## src/rtl/mul_err_sweeper.sv

```systemverilog
// ---------------------------------------------------------------------------
// mul_err_sweeper
//
// Exhaustive error evaluator for a 2x2-bit approximate multiplier netlist.
// It walks all 16 input vectors through the external combinational
// multiplier, compares each response with the exact product, and keeps
// three results: the worst absolute error, the number of erroneous vectors
// and the first vector that reached the worst error. At the end of the
// sweep it reports pass/fail against the error threshold ET.
//
// Parameters
//   ET         error threshold, 0..15; pass when max_err <= ET
//
// Ports
//   clk        in   1  rising-edge clock
//   rst_n      in   1  asynchronous, active-low reset
//   start      in   1  sweep request, only sampled while idle
//   dut_in     out  4  vector to the multiplier, dut_in[k] drives in_k
//   dut_out    in   4  multiplier response, out0 is the LSB
//   busy       out  1  high while the sweep is running
//   done       out  1  one-cycle pulse when the results become valid
//   pass       out  1  max_err <= ET, held until the next accepted start
//   max_err    out  4  maximum absolute error over the sweep
//   err_count  out  5  number of vectors with a nonzero error, 0..16
//   worst_vec  out  4  first vector at which max_err was reached
// ---------------------------------------------------------------------------
module mul_err_sweeper #(
  parameter int ET = 2
) (
  input  logic       clk,
  input  logic       rst_n,
  input  logic       start,
  output logic [3:0] dut_in,
  input  logic [3:0] dut_out,
  output logic       busy,
  output logic       done,
  output logic       pass,
  output logic [3:0] max_err,
  output logic [4:0] err_count,
  output logic [3:0] worst_vec
);

  typedef enum logic [1:0] {
    IDLE  = 2'd0,
    SWEEP = 2'd1,
    DONE  = 2'd2
  } state_t;

  localparam logic [3:0] ET_L = 4'(ET);

  state_t      r_state;
  state_t      w_next_state;

  logic [3:0]  r_dut_in;
  logic [3:0]  r_max_err;
  logic [4:0]  r_err_count;
  logic [3:0]  r_worst_vec;
  logic        r_pass;

  logic [1:0]  w_a;
  logic [1:0]  w_b;
  logic [3:0]  w_exact;
  logic [3:0]  w_err;
  logic        w_err_gt;
  logic [3:0]  w_next_max;
  logic        w_last;

  // Error of the vector currently on dut_in. Subtracting the smaller value
  // from the larger one keeps the magnitude inside 4 bits, which is the
  // same result as a 5-bit absolute difference truncated to 4 bits.
  always_comb begin
    w_a     = r_dut_in[1:0];
    w_b     = r_dut_in[3:2];
    w_exact = {2'b00, w_a} * {2'b00, w_b};
    if (dut_out >= w_exact) begin
      w_err = dut_out - w_exact;
    end else begin
      w_err = w_exact - dut_out;
    end
    // Strict comparison so that ties keep the earliest vector.
    w_err_gt   = (w_err > r_max_err);
    w_next_max = w_err_gt ? w_err : r_max_err;
    w_last     = (r_dut_in == 4'hF);
  end

  // State register.
  always_ff @(posedge clk or negedge rst_n) begin
    if (!rst_n) begin
      r_state <= IDLE;
    end else begin
      r_state <= w_next_state;
    end
  end

  // Next-state logic: one pass over the 16 vectors, then a single DONE cycle.
  // A start seen during SWEEP or DONE is simply dropped.
  always_comb begin
    w_next_state = r_state;
    case (r_state)
      IDLE:    if (start) w_next_state = SWEEP;
      SWEEP:   if (w_last) w_next_state = DONE;
      DONE:    w_next_state = IDLE;
      default: w_next_state = IDLE;
    endcase
  end

  // Vector counter and result accumulators. Results are cleared only when a
  // start is accepted, so they stay readable in IDLE after a sweep. pass is
  // resolved on the edge that processes the last vector, using the max that
  // edge is about to load, so it is already valid in the DONE cycle.
  always_ff @(posedge clk or negedge rst_n) begin
    if (!rst_n) begin
      r_dut_in    <= 4'd0;
      r_max_err   <= 4'd0;
      r_err_count <= 5'd0;
      r_worst_vec <= 4'd0;
      r_pass      <= 1'b0;
    end else begin
      case (r_state)
        IDLE: begin
          r_dut_in <= 4'd0;
          if (start) begin
            r_max_err   <= 4'd0;
            r_err_count <= 5'd0;
            r_worst_vec <= 4'd0;
            r_pass      <= 1'b0;
          end
        end
        SWEEP: begin
          if (w_err_gt) begin
            r_max_err   <= w_err;
            r_worst_vec <= r_dut_in;
          end
          if (w_err != 4'd0) begin
            r_err_count <= r_err_count + 5'd1;
          end
          r_dut_in <= r_dut_in + 4'd1;
          if (w_last) begin
            r_pass <= (w_next_max <= ET_L);
          end
        end
        DONE: begin
          r_dut_in <= 4'd0;
        end
        default: begin
          r_dut_in <= 4'd0;
        end
      endcase
    end
  end

  assign dut_in    = r_dut_in;
  assign busy      = (r_state == SWEEP);
  assign done      = (r_state == DONE);
  assign pass      = r_pass;
  assign max_err   = r_max_err;
  assign err_count = r_err_count;
  assign worst_vec = r_worst_vec;

endmodule
```

## config.mk

```make
export PLATFORM = sky130hd
export DESIGN_NAME = mul_err_sweeper
export DESIGN_NICKNAME = d
export VERILOG_FILES = /design/src/rtl/mul_err_sweeper.sv
export SDC_FILE = /design/constraint.sdc
export NUM_CORES = 1
export LEC_CHECK = 0
export CAP_MARGIN = 10
export CORE_MARGIN = 5
export CORE_UTILIZATION = 40
export CTS_CLUSTER_DIAMETER = 100
export DETAILED_ROUTE_END_ITERATION = 7
export GPL_TIMING_DRIVEN = 0
export PLACE_DENSITY = 0.66
export SYNTH_ARGS = -nofsm -noshare
export SYNTH_HDL_FRONTEND = slang
export SYNTH_SLANG_ARGS = --single-unit
```

## constraint.sdc

```tcl
create_clock -name clk -period 5.7 [get_ports clk]
set_clock_uncertainty 0.2 [all_clocks]
set_input_delay 1.71 -clock clk [delete_from_list [all_inputs] [get_ports clk]]
set_output_delay 1.71 -clock clk [all_outputs]
set_load 0.02 [all_outputs]
```

==> impl_metrics.ini, run 1 <==
[floorplan]
ioPinCount = 27
die_x_um = 71.0
die_h_um = 71.0
core_area_um2 = 3630
die_area_um2 = 5040
row_count = 22
start_util_pct = 41.0

[finish]
finalInstanceArea_um2 = 1880
register_area_um2 = 500
nets = 221
area_growth_syn_to_layout_pct = 26.3
stdcell_count = 244
fillCellCount = 360
drive_gt1_share_pct = 8.16
antenna_cells = 0
multiInputGateArea_um2 = 908

[global_route]
grt_first_pass_wirelength_mm = 5.71
first_global_vias = 1238
grt_max_degree = 21
overflow = 0
antenna_found_initial = 0
track_usage_pct = 13.9

[power_and_ir_drop]
total_power_w = 0.00114
powerDensity_nw_per_um2 = 604
peakVddDrop_uv = 234
p_leak_nw = 0.867

[yosys]
synth-main-ff-cell = dfrtp_1
synthTopCellsByCount = nand2_1, dfrtp_1, inv_1
synthesis.nets = 190
ys_warn_count = 0
synth_most_common_cell = nand2_1
synth_top_area_share_pct = 33.6
ys_ff_latch = 20
ys_types = 42
synth_edf_count = 0
avgSynthCellArea_um2 = 8.97
syn_area_um2 = 1490
synthTopCellsByArea = dfrtp_1, ha_1, nand2_1
synthArstFlopShare_pct = 100
syn_inst = 166
synth_top_area_cell = dfrtp_1
ys_seq_area_share_pct = 33.6

[critical_path]
path_class = primary input to flip-flop
worst_ep_arrival_time_ns = 5.19
crit_path_end_kind = flip-flop
start_kind = primary input
crit_fanout = 10
required_ns = 5.63

[place]
gp_congestion = 0.794
dp.cells = 240
dpl.hpwl_mm = 2.69
portBuffers = 26
dpl_cell_area_um2 = 1810

[clocking]
cts_sinks = 20
h-tree-depth = 1
postCtsHoldBufs = 0
clock-root-buffer = clkbuf_8
cts_resized = 0
post_cts_buffers = 0
clkTransAtPathRegs_ns = 0.08
clockBufferDepth = 2
clkLatencyLatePin_ns = 0.25
cts_tree = built
numCtsBuffers = 3

[detailed_routing]
vias = 1295
route.detailed.drc = 0
drt_iter0_drc = 57
drtPass1Iterations = 4
wl_per_cell_um = 13.6
viasPerCell = 5.31
routed_wl_mm = 3.32
ant_nets = 0

[sta]
slew-limit-headroom_pct = 38.9
tightestPinTransition_ns = 0.914
hold_viol_final = 0
setup_violations = 0
rsz0062_at_grt = no
drv_slew = 0
period_needed_ns = 5.26
fmax_mhz = 190
period_share_pct = 92.3
finalSetupTns_ns = 0

[run]
cap_viol_max_count = 0

[min_path]
worstHoldPathType = flip-flop to flip-flop

[status]
status = finished, final reports clean
[kinds of logic after synthesis]
group / Yosys count / synth area share (%)
mux: 5 / 3.45
simple gates: 62 / 20.5
flops: 20 / 33.6
fa+ha+maj: 17 / 15.3
xor+xnor: 2 / 1.18
buf+inv: 21 / 5.38
compound gates: 39 / 20.6
[critical path, cell delays in order]
cell and delay (ns):
clkdlybuf4s50_1 0.48, inv_1 0.05, ha_1 0.22, fa_1 0.41, a21boi_0 0.16, o21bai_1 0.20
mux2i_1 0.41, ha_1 0.32, nor2b_1 0.13, o21a_1 0.16, o21ai_0 0.23, a21o_1 0.15
clkbuf_1 0.33, nand3_1 0.13, o311ai_0 0.12
[stage by stage]
| step | hold WS, ns | util (%) | setup WS, ns |
|---|---|---|---|
| floorplan | 0.412 | - | 1.18 |
| global placement | 0.303 | 49.8 | 0.276 |
| detailed placement | 0.319 | 49.8 | 0.187 |
| CTS | 0.338 | 51.8 | 0.430 |
| global route | 0.389 | 51.8 | 0.114 |
| finish | 0.335 | 51.8 | 0.440 |
[power breakdown]
part	total (W)	switching (W)	internal, W
clock	0.000140	0.0000466	0.0000936
sequential	0.000274	0.0000674	0.000207
combinational	0.000722	0.000401	0.000321
[layer usage]
layer	up-vias	GRT usage (%)	part of all wire, %
met4	0	4.59	0.87
li1	643	-	-
met3	2	2.27	3.9
met1	623	17.2	45
met5	-	0	0
met2	27	24.5	50
[state kept, by name (all words and copies together), names as in the netlist]
signal and flops:
err_count 5, dut_in 4, max_err 4, worst_vec 4, r_state 2, pass 1
[layout by cell type, fill, tap and decap left out, drive strengths merged, types with 6 or more instances in the layout]
cell type / Yosys / final
nand2: 24 / 24
dfrtp: 20 / 20
ha: 15 / 15
o211ai: 6 / 6
nor2: 8 / 8
o21ai: 6 / 6
inv: 17 / 17
a21oi: 7 / 7
nand3: 10 / 10
clkdlybuf4s50: 0 / 26
[final timing paths]
check | from | endpoint | slack (ns) | depth (start not counted)
min in group asynchronous | rst_n | worst_vec[1] | 1.77 | 1
hold reg to reg | worst_vec[0] | worst_vec[0] | 0.33 | 2
setup reg to reg | dut_in[3] | max_err[0] | 1.58 | 15
max in group asynchronous | rst_n | r_state[0] | 2.97 | 1
hold / removal | worst_vec[0] | worst_vec[0] | 0.33 | 2
setup / recovery | dut_out[0] | max_err[0] | 0.44 | 15
[layout make-up]
type	instances	share of cell area [%]
plain buffers	4	0.865
inverters	17	3.39
clock buffers	3	2.20
well taps	48	3.19
flip-flops and latches	20	26.6
clock inverters	1	1.60
repair buffers	26	13.8
multi-input cells	125	48.3
(Power assumes the default switching activity.)
==> run 2, diff against run 1 <==
Settings changed: CELL_PAD_IN_SITES_DETAIL_PLACEMENT from default to 1, CELL_PAD_IN_SITES_GLOBAL_PLACEMENT from default to 1, PLACE_DENSITY 0.66 to 0.83.
==> run 2 against run 1 <==
Hold slack worse by 0.0041 ns; first-iteration DRC count is 63% lower; worst setup slack worse by 0.033 ns; wire length rose by 15%; critical path depth is the same; non-clock buffer count is the same; count of clock-buffer cells in the layout grew 1; global-route usage is 2.2 points higher; highest routed layer unchanged.
==> impl_metrics.ini, run 2 (synthesized netlist as in run 1, its figures left out) <==
[status]
status = finished, final reports clean

[sta]
setup_violations = 0
rsz0062_at_grt = no
hold_viol_final = 0
hold_ws_ns = 0.331
period_share_pct = 92.9
tightestPinTransition_ns = 0.934
fmax_mhz = 189
finalSetupTns_ns = 0
slew-limit-headroom_pct = 37.5
drv_slew = 0
period_needed_ns = 5.29

[finish]
finalInstanceArea_um2 = 1870
drive_gt1_share_pct = 8.67
area_growth_syn_to_layout_pct = 25.5
largest_reg_flops = 5
antenna_cells = 0
final_cell_mix = clkdlybuf4s50_1, nand2_1, dfrtp_1, inv_1, ha_1
nets = 221
stdcell_count = 244
final_common_cell = clkdlybuf4s50_1
register_area_um2 = 500
fillCellCount = 428
multiInputGateArea_um2 = 912

[clocking]
h-tree-depth = 1
cts_sinks = 20
clockBufferDepth = 2
clkLatencyLatePin_ns = 0.26
cts_tree = built
post_cts_buffers = 0
clock-root-buffer = clkbuf_8
numCtsBuffers = 3
clkTransAtPathRegs_ns = 0.08

[place]
dpl_cell_area_um2 = 1810
portBuffers = 26
gp_congestion = 0.853
dp.cells = 240
dpl.hpwl_mm = 3.08

[critical_path]
path_class = primary input to flip-flop
required_ns = 5.69
slowest_stage = clkdlybuf4s50_1
crit_path_end_kind = flip-flop
start_kind = primary input
crit_fanout = 10
worst_ep_arrival_time_ns = 5.28
cp_cell_sequence = clkdlybuf4s50_1 -> inv_1 -> ha_1 -> fa_1 -> a21boi_0 -> o21bai_1 -> mux2i_2 -> ha_1 -> nor2b_1 -> o21a_1 -> o21ai_0 -> a21o_1 -> clkbuf_1 -> a21oi_1 -> o21ai_0
max_stage_delay_ns = 0.48

[power_and_ir_drop]
powerDensity_nw_per_um2 = 609
p_sw_share_pct = 47.7
pwr-share-seq_pct = 24.2
clkPwrFrac_pct = 9.8
combPwrFrac_pct = 66.0
p_leak_nw = 0.857
internal_power_w = 0.000596
p_sw_w = 0.000542
peakVddDrop_uv = 174

[detailed_routing]
routed_wl_mm = 3.83
viasPerCell = 5.46
ant_nets = 0
route.detailed.drc = 0
drt_iter0_drc = 21
vias = 1333
drtPass1Iterations = 4
wl_per_cell_um = 15.7

[global_route]
grt_first_pass_wirelength_mm = 6.71
overflow = 0
first_global_vias = 1469
antenna_found_initial = 0
grt_max_degree = 21
track_usage_pct = 16.1

[floorplan]
die_x_um = 71.0
core_area_um2 = 3630
die_area_um2 = 5040
row_count = 22
start_util_pct = 41.0
ioPinCount = 27
die_h_um = 71.0

[run]
cap_viol_max_count = 0

[min_path]
worstHoldPathType = flip-flop to flip-flop
run 2: worst paths after layout:
kind                         startpoint      endpoint  slack, ns  depth (start not counted)
max reg2reg                   dut_in[3]    max_err[3]       1.49                         15
max                          dut_out[0]    max_err[3]       0.41                         15
min                        worst_vec[2]  worst_vec[2]       0.33                          2
min reg2reg                worst_vec[2]  worst_vec[2]       0.33                          2
max in group asynchronous         rst_n    r_state[0]       2.97                          1
min in group asynchronous         rst_n    max_err[1]       1.77                          1
run 2: timing repair:
action	4_1_cts	5_1_grt
setup endpoints to repair	0	1
gates resized for setup	0	1
hold buffers	0	0
run 2: per-stage QoR:
stage / worst slack (ns) / utilization (%) / power, W
global route: 0.0741 / 51.4 / 0.00124
global placement: 0.235 / 49.8 / 0.000977
floorplan: 1.18 / - / 0.000758
CTS: 0.297 / 51.3 / 0.00114
finish: 0.406 / 51.4 / 0.00114
detailed placement: 0.0239 / 49.8 / 0.00103
run 2: metal layers:
layer / up-vias / global-route usage, % / wire, um
li1: 637 / - / -
met1: 670 / 19.0 / 1700
met4: 0 / 4.38 / 47
met5: - / 0 / 0
met3: 5 / 1.56 / 75
met2: 21 / 30.6 / 2010
run 2: power by group through the flow:
stage	registers [W]	clock network [W]	logic [W]
after floorplan	0.000327	0	0.000431
after global placement	0.000273	0	0.000704
after detailed placement	0.000280	0	0.000747
after CTS	0.000276	0.000110	0.000756
after global routing	0.000286	0.000116	0.000836
final	0.000275	0.000112	0.000751
run 2: cell type report:
cell class,instances,share of cell area (%)
multi-input combinational,125,48.8
sequential,20,26.8
timing repair buffer,26,13.9
inverter,17,3.42
tap,48,3.22
clock buffer,4,2.95
buffer,4,0.871
run 2: worst max-delay path, delay by kind of cell:
family                     cells  cell delay (ns)
AOI/OAI and AO/OA              7             1.23
buffers and inverters          3             0.88
and+or+nand+nor                1             0.13
adders and majority gates      3             0.94
muxes                          1             0.39
==> run 3, diff against run 2 <==
Settings changed: HOLD_SLACK_MARGIN from default to 0.08.
Clock period 5.7 ns to 6.4 ns, I/O delays scaled along.
==> run 3 against run 2 <==
Via count up 0.15%; flip-flop and latch count unchanged; first-iteration DRC count up 62%.
==> impl_metrics.ini, run 3 (synthesized netlist as in run 1, its figures left out) <==
[critical_path]
reg2regPathDepth = 15
worst_ep_arrival_time_ns = 5.57
crit_fanout = 10
rr_startpoint = dut_in[3]
rrSetupSlack_ns = 2.11
timing.rr.end = max_err[3]
start_kind = primary input
path_class = primary input to flip-flop
crit_path_end_kind = flip-flop
required_ns = 6.39

[clocking]
numCtsBuffers = 3
cts_resized = 0
clockBufferDepth = 2
cts_tree = built
h-tree-depth = 1
clock-root-buffer = clkbuf_8
cts_sinks = 20
clkLatencyLatePin_ns = 0.26
clkTransAtPathRegs_ns = 0.08
post_cts_buffers = 0
postCtsHoldBufs = 0

[detailed_routing]
routed_wl_mm = 3.82
viasPerCell = 5.47
drtPass1Iterations = 4
drt_iter0_drc = 34
route.detailed.drc = 0
ant_nets = 0
wl_per_cell_um = 15.7
vias = 1335

[power_and_ir_drop]
p_leak_nw = 0.860
powerDensity_nw_per_um2 = 541
combPwrFrac_pct = 65.7
pwr-share-seq_pct = 24.3
peakVddDrop_uv = 154
internal_power_w = 0.000527
p_sw_w = 0.000481
p_sw_share_pct = 47.7
clkPwrFrac_pct = 9.9

[min_path]
holdCritStartpoint = worst_vec[2]
min_to = worst_vec[2]
worstHoldPathType = flip-flop to flip-flop
min_path_cells = 2

[place]
dp.cells = 240
dpl.hpwl_mm = 3.08
gp_congestion = 0.853
dpl_cell_area_um2 = 1810
portBuffers = 26

[sta]
hold_viol_final = 0
setup_violations = 0
fmax_mhz = 179
period_share_pct = 87.3
rsz0062_at_grt = no
finalSetupTns_ns = 0
hold_ws_ns = 0.331
period_needed_ns = 5.58
tightestPinTransition_ns = 0.933
drv_slew = 0
slew-limit-headroom_pct = 37.6

[run]
cap_viol_max_count = 0

[global_route]
grt_max_degree = 21
first_global_vias = 1469
overflow = 0
track_usage_pct = 16.1
antenna_found_initial = 0
grt_first_pass_wirelength_mm = 6.71

[finish]
antenna_cells = 0
final_common_cell = clkdlybuf4s50_1
drive_gt1_share_pct = 8.16
finalInstanceArea_um2 = 1860
stdcell_count = 244
final_cell_mix = clkdlybuf4s50_1, nand2_1, dfrtp_1, inv_1, ha_1
area_growth_syn_to_layout_pct = 25.2
nets = 221
largest_reg_flops = 5

[floorplan]
die_h_um = 71.0
row_count = 22
die_x_um = 71.0
die_area_um2 = 5040
start_util_pct = 41.0
core_area_um2 = 3630
ioPinCount = 27

[status]
status = finished, final reports clean
## run 3: cell count changes in the layout (fill, tap and decap cells not counted)
cell     previous run  this run
mux2i_2             1         0
mux2i_1             3         4
## run 3: stage by stage
stage	power (W)	worst slack, ns	utilization, %
final	0.00101	0.816	51.3
after global routing	0.00110	0.484	51.3
after CTS	0.00102	0.787	51.3
after detailed placement	0.000914	0.514	49.8
after global placement	0.000870	0.725	49.8
after floorplan	0.000675	1.67	-
## run 3: worst max-delay path: stages
cell and delay (ns):
clkdlybuf4s50_1 0.48, inv_1 0.05, ha_1 0.22, fa_1 0.41
a21boi_0 0.16, o21bai_1 0.20, mux2i_1 0.48, ha_1 0.34
nor2b_1 0.13, o21a_1 0.17, o21ai_0 0.24, a21o_1 0.16
clkbuf_1 0.35, a21oi_1 0.12, o21ai_0 0.15
## run 3: power by group through the flow
stage	clock (W)	combinational, W	sequential, W
after floorplan	0	0.000384	0.000291
after global placement	0	0.000627	0.000243
after detailed placement	0	0.000665	0.000249
after CTS	0.0000980	0.000673	0.000246
after global routing	0.000104	0.000739	0.000254
final	0.000100	0.000663	0.000245
## run 3: layer usage
metal  vias up  share of wire [%]  track usage, %
met2        21                 53            30.6
met4         0                1.2            4.38
li1        637                  -               -
met1       672                 44            19.0
met3         5                2.0            1.56
met5         -                  0               0
## run 3: how the worst max path moves through the flow
stage,start,end,slack [ns],depth (start not counted)
finish,dut_out[0],max_err[3],0.82,15
global route,dut_out[0],max_err[3],0.48,15
CTS,dut_out[0],max_err[3],0.79,15
detailed placement,dut_out[0],max_err[3],0.51,15
global placement,dut_out[0],max_err[3],0.73,15
floorplan,dut_out[0],max_err[3],1.67,14
## run 3: layout make-up
type,count,area (um^2)
fillers,431,1770
repair buffers,26,260
clock buffers,4,55.1
plain buffers,4,16.3
flip-flops and latches,20,500
multi-input cells,125,908
well taps,48,60.1
inverters,17,63.8
